--- src/rtl/mem_port_arbiter_if.sv ---
// Bundles the fetch port, the data port, the shared memory bus and the stall
// outputs of the memory port arbiter into one connection.
interface mem_port_arbiter_if #(
    parameter int AW = 32,
    parameter int DW = 32
);
    logic            if_req;
    logic [AW-1:0]   if_addr;
    logic            if_kill;
    logic [DW-1:0]   if_rdata;
    logic            if_done;

    logic            d_req;
    logic            d_we;
    logic [AW-1:0]   d_addr;
    logic [DW-1:0]   d_wdata;
    logic [DW/8-1:0] d_be;
    logic [DW-1:0]   d_rdata;
    logic            d_done;

    logic            mem_req;
    logic            mem_we;
    logic [AW-1:0]   mem_addr;
    logic [DW-1:0]   mem_wdata;
    logic [DW/8-1:0] mem_be;
    logic            mem_ready;
    logic            mem_rvalid;
    logic [DW-1:0]   mem_rdata;

    logic            stall_if;
    logic            stall_mem;
    logic            busy;

    // The arbiter's own view of the bundle.
    modport slave (
        input  if_req, if_addr, if_kill,
        input  d_req, d_we, d_addr, d_wdata, d_be,
        input  mem_ready, mem_rvalid, mem_rdata,
        output if_rdata, if_done, d_rdata, d_done,
        output mem_req, mem_we, mem_addr, mem_wdata, mem_be,
        output stall_if, stall_mem, busy
    );

    // The pipeline and memory side driving the arbiter.
    modport master (
        output if_req, if_addr, if_kill,
        output d_req, d_we, d_addr, d_wdata, d_be,
        output mem_ready, mem_rvalid, mem_rdata,
        input  if_rdata, if_done, d_rdata, d_done,
        input  mem_req, mem_we, mem_addr, mem_wdata, mem_be,
        input  stall_if, stall_mem, busy
    );
endinterface

--- src/rtl/mem_port_arbiter.sv ---
// Shares one external memory port between instruction fetch and data memory,
// with data priority, a fetch starvation guard and flush-killed fetches.
module mem_port_arbiter #(
    parameter int AW           = 32,
    parameter int DW           = 32,
    parameter int STARVE_LIMIT = 4
) (
    input logic               clk,
    input logic               rst,
    mem_port_arbiter_if.slave bus
);
    localparam int CW = $clog2(STARVE_LIMIT + 1);

    typedef enum logic [1:0] {IDLE, ISSUE, WAIT, DONE} stateT;
    typedef enum logic {OWN_IF, OWN_D} ownerT;

    stateT           state, nextState;
    ownerT           owner;
    logic [CW-1:0]   starveCnt;
    logic            killFlag;
    logic            grantIf, grantD, killHit, captureIf, captureD;
    logic            ifDone, dDone;

    logic            memWe;
    logic [AW-1:0]   memAddr;
    logic [DW-1:0]   memWdata;
    logic [DW/8-1:0] memBe;
    logic [DW-1:0]   ifRdata;
    logic [DW-1:0]   dRdata;

    always_ff @(posedge clk or posedge rst) begin
        if (rst) state <= IDLE;
        else     state <= nextState;
    end

    // A kill landing in the same cycle as the response must already suppress the capture.
    always_comb begin
        nextState = state;
        grantIf   = 1'b0;
        grantD    = 1'b0;
        killHit   = 1'b0;
        captureIf = 1'b0;
        captureD  = 1'b0;
        case (state)
            IDLE: begin
                if (bus.d_req && !(bus.if_req && starveCnt == CW'(STARVE_LIMIT))) begin
                    grantD    = 1'b1;
                    nextState = ISSUE;
                end else if (bus.if_req) begin
                    grantIf   = 1'b1;
                    nextState = ISSUE;
                end
            end
            ISSUE: begin
                killHit = bus.if_kill && owner == OWN_IF;
                if (bus.mem_ready) nextState = WAIT;
            end
            WAIT: begin
                killHit = bus.if_kill && owner == OWN_IF;
                if (bus.mem_rvalid) begin
                    nextState = DONE;
                    captureIf = owner == OWN_IF && !killFlag && !bus.if_kill;
                    captureD  = owner == OWN_D && !memWe;
                end
            end
            DONE:    nextState = IDLE;
            default: nextState = IDLE;
        endcase
    end

    always_ff @(posedge clk or posedge rst) begin
        if (rst) begin
            owner     <= OWN_IF;
            starveCnt <= '0;
            killFlag  <= 1'b0;
        end else begin
            if (grantD) begin
                owner <= OWN_D;
                if (!bus.if_req)                          starveCnt <= '0;
                else if (starveCnt != CW'(STARVE_LIMIT)) starveCnt <= starveCnt + CW'(1);
            end
            if (grantIf) begin
                owner     <= OWN_IF;
                starveCnt <= '0;
            end
            if (state == DONE)  killFlag <= 1'b0;
            else if (killHit)   killFlag <= 1'b1;
        end
    end

    always_ff @(posedge clk or posedge rst) begin
        if (rst) begin
            memWe    <= 1'b0;
            memAddr  <= '0;
            memWdata <= '0;
            memBe    <= '0;
            ifRdata  <= '0;
            dRdata   <= '0;
        end else begin
            if (grantD) begin
                memWe    <= bus.d_we;
                memAddr  <= bus.d_addr;
                memWdata <= bus.d_wdata;
                memBe    <= bus.d_be;
            end
            if (grantIf) begin
                memWe    <= 1'b0;
                memAddr  <= bus.if_addr;
                memWdata <= '0;
                memBe    <= '1;
            end
            if (captureIf) ifRdata <= bus.mem_rdata;
            if (captureD)  dRdata  <= bus.mem_rdata;
        end
    end

    assign ifDone = state == DONE && owner == OWN_IF && !killFlag;
    assign dDone  = state == DONE && owner == OWN_D;

    assign bus.mem_req   = state == ISSUE;
    assign bus.mem_we    = memWe;
    assign bus.mem_addr  = memAddr;
    assign bus.mem_wdata = memWdata;
    assign bus.mem_be    = memBe;
    assign bus.if_rdata  = ifRdata;
    assign bus.d_rdata   = dRdata;
    assign bus.if_done   = ifDone;
    assign bus.d_done    = dDone;
    assign bus.stall_if  = bus.if_req & ~ifDone;
    assign bus.stall_mem = bus.d_req & ~dDone;
    assign bus.busy      = state != IDLE;
endmodule

--- src/flat_wrapper.sv ---
// flat-port wrapper written by rule: the top's interface ports become plain ports
module mem_port_arbiter_flat 
#(
    parameter int AW           = 32,
    parameter int DW           = 32,
    parameter int STARVE_LIMIT = 4
)
  (clk, rst, bus_if_req, bus_if_addr, bus_if_kill, bus_d_req, bus_d_we, bus_d_addr, bus_d_wdata, bus_d_be, bus_mem_ready, bus_mem_rvalid, bus_mem_rdata, bus_if_rdata, bus_if_done, bus_d_rdata, bus_d_done, bus_mem_req, bus_mem_we, bus_mem_addr, bus_mem_wdata, bus_mem_be, bus_stall_if, bus_stall_mem, bus_busy);
  mem_port_arbiter_if #(.AW(AW), .DW(DW)) bus_i ();
  input logic clk;
  input logic rst;
  input wire logic [$bits(bus_i.if_req)-1:0] bus_if_req;
  input wire logic [$bits(bus_i.if_addr)-1:0] bus_if_addr;
  input wire logic [$bits(bus_i.if_kill)-1:0] bus_if_kill;
  input wire logic [$bits(bus_i.d_req)-1:0] bus_d_req;
  input wire logic [$bits(bus_i.d_we)-1:0] bus_d_we;
  input wire logic [$bits(bus_i.d_addr)-1:0] bus_d_addr;
  input wire logic [$bits(bus_i.d_wdata)-1:0] bus_d_wdata;
  input wire logic [$bits(bus_i.d_be)-1:0] bus_d_be;
  input wire logic [$bits(bus_i.mem_ready)-1:0] bus_mem_ready;
  input wire logic [$bits(bus_i.mem_rvalid)-1:0] bus_mem_rvalid;
  input wire logic [$bits(bus_i.mem_rdata)-1:0] bus_mem_rdata;
  output wire logic [$bits(bus_i.if_rdata)-1:0] bus_if_rdata;
  output wire logic [$bits(bus_i.if_done)-1:0] bus_if_done;
  output wire logic [$bits(bus_i.d_rdata)-1:0] bus_d_rdata;
  output wire logic [$bits(bus_i.d_done)-1:0] bus_d_done;
  output wire logic [$bits(bus_i.mem_req)-1:0] bus_mem_req;
  output wire logic [$bits(bus_i.mem_we)-1:0] bus_mem_we;
  output wire logic [$bits(bus_i.mem_addr)-1:0] bus_mem_addr;
  output wire logic [$bits(bus_i.mem_wdata)-1:0] bus_mem_wdata;
  output wire logic [$bits(bus_i.mem_be)-1:0] bus_mem_be;
  output wire logic [$bits(bus_i.stall_if)-1:0] bus_stall_if;
  output wire logic [$bits(bus_i.stall_mem)-1:0] bus_stall_mem;
  output wire logic [$bits(bus_i.busy)-1:0] bus_busy;
  assign bus_i.if_req = bus_if_req;
  assign bus_i.if_addr = bus_if_addr;
  assign bus_i.if_kill = bus_if_kill;
  assign bus_i.d_req = bus_d_req;
  assign bus_i.d_we = bus_d_we;
  assign bus_i.d_addr = bus_d_addr;
  assign bus_i.d_wdata = bus_d_wdata;
  assign bus_i.d_be = bus_d_be;
  assign bus_i.mem_ready = bus_mem_ready;
  assign bus_i.mem_rvalid = bus_mem_rvalid;
  assign bus_i.mem_rdata = bus_mem_rdata;
  assign bus_if_rdata = bus_i.if_rdata;
  assign bus_if_done = bus_i.if_done;
  assign bus_d_rdata = bus_i.d_rdata;
  assign bus_d_done = bus_i.d_done;
  assign bus_mem_req = bus_i.mem_req;
  assign bus_mem_we = bus_i.mem_we;
  assign bus_mem_addr = bus_i.mem_addr;
  assign bus_mem_wdata = bus_i.mem_wdata;
  assign bus_mem_be = bus_i.mem_be;
  assign bus_stall_if = bus_i.stall_if;
  assign bus_stall_mem = bus_i.stall_mem;
  assign bus_busy = bus_i.busy;
  mem_port_arbiter #(.AW(AW), .DW(DW), .STARVE_LIMIT(STARVE_LIMIT)) u_core (.clk(clk), .rst(rst), .bus(bus_i));
endmodule
--- config.mk ---
export PLATFORM = sky130hd
export DESIGN_NAME = mem_port_arbiter_flat
export DESIGN_NICKNAME = d
export VERILOG_FILES = /design/src/rtl/mem_port_arbiter_if.sv /design/src/rtl/mem_port_arbiter.sv /design/src/flat_wrapper.sv
export SDC_FILE = /design/constraint.sdc
export NUM_CORES = 1
export LEC_CHECK = 0
export BUFFER_PORTS_ARGS = -buffer_cell sky130_fd_sc_hd__buf_2
export CORE_AREA = 2 2 124 102
export CTS_BUF_LIST = sky130_fd_sc_hd__clkbuf_8 sky130_fd_sc_hd__clkbuf_16
export DETAILED_ROUTE_END_ITERATION = 16
export DIE_AREA = 0 0 126 104
export PLACE_DENSITY = 0.84
export SLEW_MARGIN = 20
export SYNTH_ARGS = -nofsm -noshare
export SYNTH_HDL_FRONTEND = slang
export SYNTH_SLANG_ARGS = --single-unit
--- constraint.sdc ---
create_clock -name clk -period 12.3 [get_ports clk]
set_clock_uncertainty 0.05 [all_clocks]
set_input_delay 2.46 -clock clk [delete_from_list [all_inputs] [get_ports clk]]
set_output_delay 2.46 -clock clk [all_outputs]
set_load 0.005 [all_outputs]
==> flow_metrics.env <==
export IMPL_finalNetCount=870
export IMPL_grt_pass1_vias=4871
export IMPL_worstSkewPairLatency_ns=0.40
export IMPL_clk_pin_slew_ns=0.06
export IMPL_worstSetupStartpointType="input pin"
export IMPL_synth_commonest_cells="dfrtp_1, nor2_1, a21oi_1, a31oi_1, mux2_2"
export IMPL_finalInstanceArea_um2=7930
export IMPL_num_vias=4833
export IMPL_synth_area_leaders="dfrtp_1, mux2_4, mux2_2, a22o_1, a31oi_1"
export IMPL_p_seq_share_pct=38.7
export IMPL_outcome="finished clean"
export IMPL_cts_resized=0
export IMPL_clockBufferDepth=2
export IMPL_ys_seq_elements=140
export IMPL_syn_avg_cell_area_um2=12.7
export IMPL_syn_nets=606
export IMPL_grt_pass1_wl_mm=24.7
export IMPL_clock_power_share_pct=24.8
export IMPL_p_total_mw=2.14
export IMPL_grt_use_total_pct=23.4
export IMPL_initial_core_util_pct=49.1
export IMPL_synth_cells=459
export IMPL_synthFlopType="dfrtp_1"
export IMPL_min_period_over_period_pct=44.1
export IMPL_drt_iter0_markers=315
export IMPL_p_leak_nw=4.10
export IMPL_grt_antenna_before_repair=2
export IMPL_hold_buffers=0
export IMPL_cts_tree="built"
export IMPL_comb_power_share_pct=36.4
export IMPL_placed_cells=856
export IMPL_yosys_area_top_type="dfrtp_1"
export IMPL_htreeDepth=4
export IMPL_cap_violations=0
export IMPL_relSlewSlack_pct=28.4
export IMPL_synth_edf_count=0
export IMPL_fin_setup_tns_ns=0
export IMPL_instances_no_fill=890
export IMPL_worst_pin_slew_ns=1.07
export IMPL_dieArea_um2=13100
export IMPL_cts_setup_buffers=0
export IMPL_synth_seq_area_share_pct=60.0
export IMPL_yosysWarnings=0
export IMPL_row_count=36
export IMPL_worstSetupStartpoint="bus_if_req"
export IMPL_max_freq_mhz=184
export IMPL_crit_path_end="bus_stall_if"
export IMPL_drive_above_1_share_pct=52.4
export IMPL_p_int_mw=1.46
export IMPL_register_area_um2=3500
export IMPL_drt_first_pass_iters=5
export IMPL_hold_path_class="register to register"
export IMPL_cts_buffers=17
export IMPL_dp_final_hpwl_mm=10.7
export IMPL_crit_arrival_ns=2.92
export IMPL_syn_to_final_growth_pct=35.9
export IMPL_syn_area_um2=5830
export IMPL_ant_nets=0
export IMPL_gp_congestion=0.835
export IMPL_core_um2=11900
export IMPL_cts_root_buffer="clkbuf_16"
export IMPL_p_switching_mw=0.682
export IMPL_crit_type="input pin to output port"
export IMPL_synth_top_area_share_pct=60.0
export IMPL_grt_start_max_net_pins=77
export IMPL_period_minus_slack_ns=5.43
export IMPL_nFillCells=877
export IMPL_async_flop_share_pct=100
export IMPL_grt_overflow=0
export IMPL_setup_viol=0
export IMPL_routed_via_density=5.43
export IMPL_path_max_fanout=9
export IMPL_wire_per_inst_um=17.3
export IMPL_power_density_nw_per_um2=270
export IMPL_die_height_um=104
export IMPL_ios=279
export IMPL_end_kind="output port"
export IMPL_reg2reg_to="u_core.bus.d_rdata[31]"
export IMPL_port_buffers=278
export IMPL_swShare_pct=31.8
export IMPL_numClockSinks=140
export IMPL_r2r_slack_ns=9.87
export IMPL_rsz0062_at_grt="no"
export IMPL_synth_most_common_cell="dfrtp_1"
export IMPL_report_final_slew_viol_count=0
export IMPL_drcViolationCount=0
export IMPL_r2r_cells=5
export IMPL_synth_cell_types=35
export IMPL_hold_path_depth=1
export IMPL_peakVddDrop_uv=140
export IMPL_routed_wl_mm=15.4
export IMPL_r2r_start="u_core.state[0]"
export IMPL_chipWidth_um=126
export IMPL_final_hold_viol_count=0
export IMPL_required_ns=9.79
export IMPL_final_core_util_pct=66.7
export IMPL_place_area_um2=7300
export IMPL_multi_input_area_um2=2130
power groups by stage:
stage / Sequential, mW / Clock, mW / Combinational, mW
3_5_place_dp: 0.826 / 0 / 0.786
3_3_place_gp: 0.817 / 0 / 0.753
6_report: 0.830 / 0.532 / 0.781
5_1_grt: 0.855 / 0.564 / 0.856
4_1_cts: 0.827 / 0.543 / 0.790
2_1_floorplan: 0.834 / 0 / 0.422
area by class of cell:
class / count / area share (%)
Sequential cell: 140 / 44.2
Antenna cell: 2 / 0.0631
Clock inverter: 13 / 2.18
Tap cell: 152 / 2.40
Clock buffer: 19 / 5.71
Multi-Input combinational cell: 271 / 26.9
Timing Repair Buffer: 284 / 18.1
Inverter: 9 / 0.489
routing by layer:
layer	GRT usage, %	part of all wire, %	routed length (um)	vias up
met2	40.2	51	7880	239
li1	-	-	-	2185
met1	28.9	41	6340	2394
met3	6.02	6.9	1060	15
met4	7.69	0.97	149	0
met5	0	0	0	-
cells in the final DEF, fill, tap and decap left out, drive strengths merged, types with 2 or more instances in the layout:
master	instances
buf	284
mux2i	2
nand3	3
a22o	32
o22a	3
ha	7
a31oi	33
o22ai	2
diode	2
nand2	3
bufinv	4
a21oi	33
inv	12
and2	2
mux2	65
dfrtp	140
clkinv	5
clkbuf	19
nor2b	2
nor2	38
o21ai	35
critical path, cell delays in order:
cell,delay (ns)
buf_2,0.19
nor2b_1,0.15
buf_2,0.12
cell families (layout without fill, tap and decap cells):
group,after synthesis,after routing,synth area share (%)
AO/OA/AOI/OAI,144,144,15.8
other,0,2,0
adder cells (fa/ha/maj),7,7,1.50
multiplexers,67,67,14.8
AND/OR/NAND/NOR,53,53,3.99
flip-flops,140,140,60.0
buffers and inverters,48,325,3.88
stage by stage:
stage                     setup WS [ns]  hold slack [ns]
after floorplan                    6.04            0.433
after global placement             6.87            0.414
after detailed placement           6.87            0.421
after CTS                          6.87            0.452
after global routing               6.82            0.465
final                              6.87            0.449
sequential cells by signal, indices dropped and copies added (netlist names), 2 cells and up:
name / count
u_core.state: 2
u_core.bus.d_rdata: 32
u_core.starveCnt: 3
u_core.bus.if_rdata: 32
u_core.bus.mem_addr: 32
u_core.bus.mem_wdata: 32
u_core.bus.mem_be: 4
worst min path at each step:
stage	start	end	slack, ns
floorplan	u_core.bus.if_rdata[24]	u_core.bus.if_rdata[24]	0.43
global placement	u_core.bus.if_rdata[25]	u_core.bus.if_rdata[25]	0.41
detailed placement	u_core.bus.if_rdata[25]	u_core.bus.if_rdata[25]	0.42
CTS	u_core.bus.if_rdata[24]	u_core.bus.if_rdata[24]	0.45
global route	u_core.bus.mem_wdata[9]	u_core.bus.mem_wdata[9]	0.46
finish	u_core.bus.mem_wdata[0]	u_core.bus.mem_wdata[0]	0.45
Note: power is estimated with default switching activity, not from simulation.
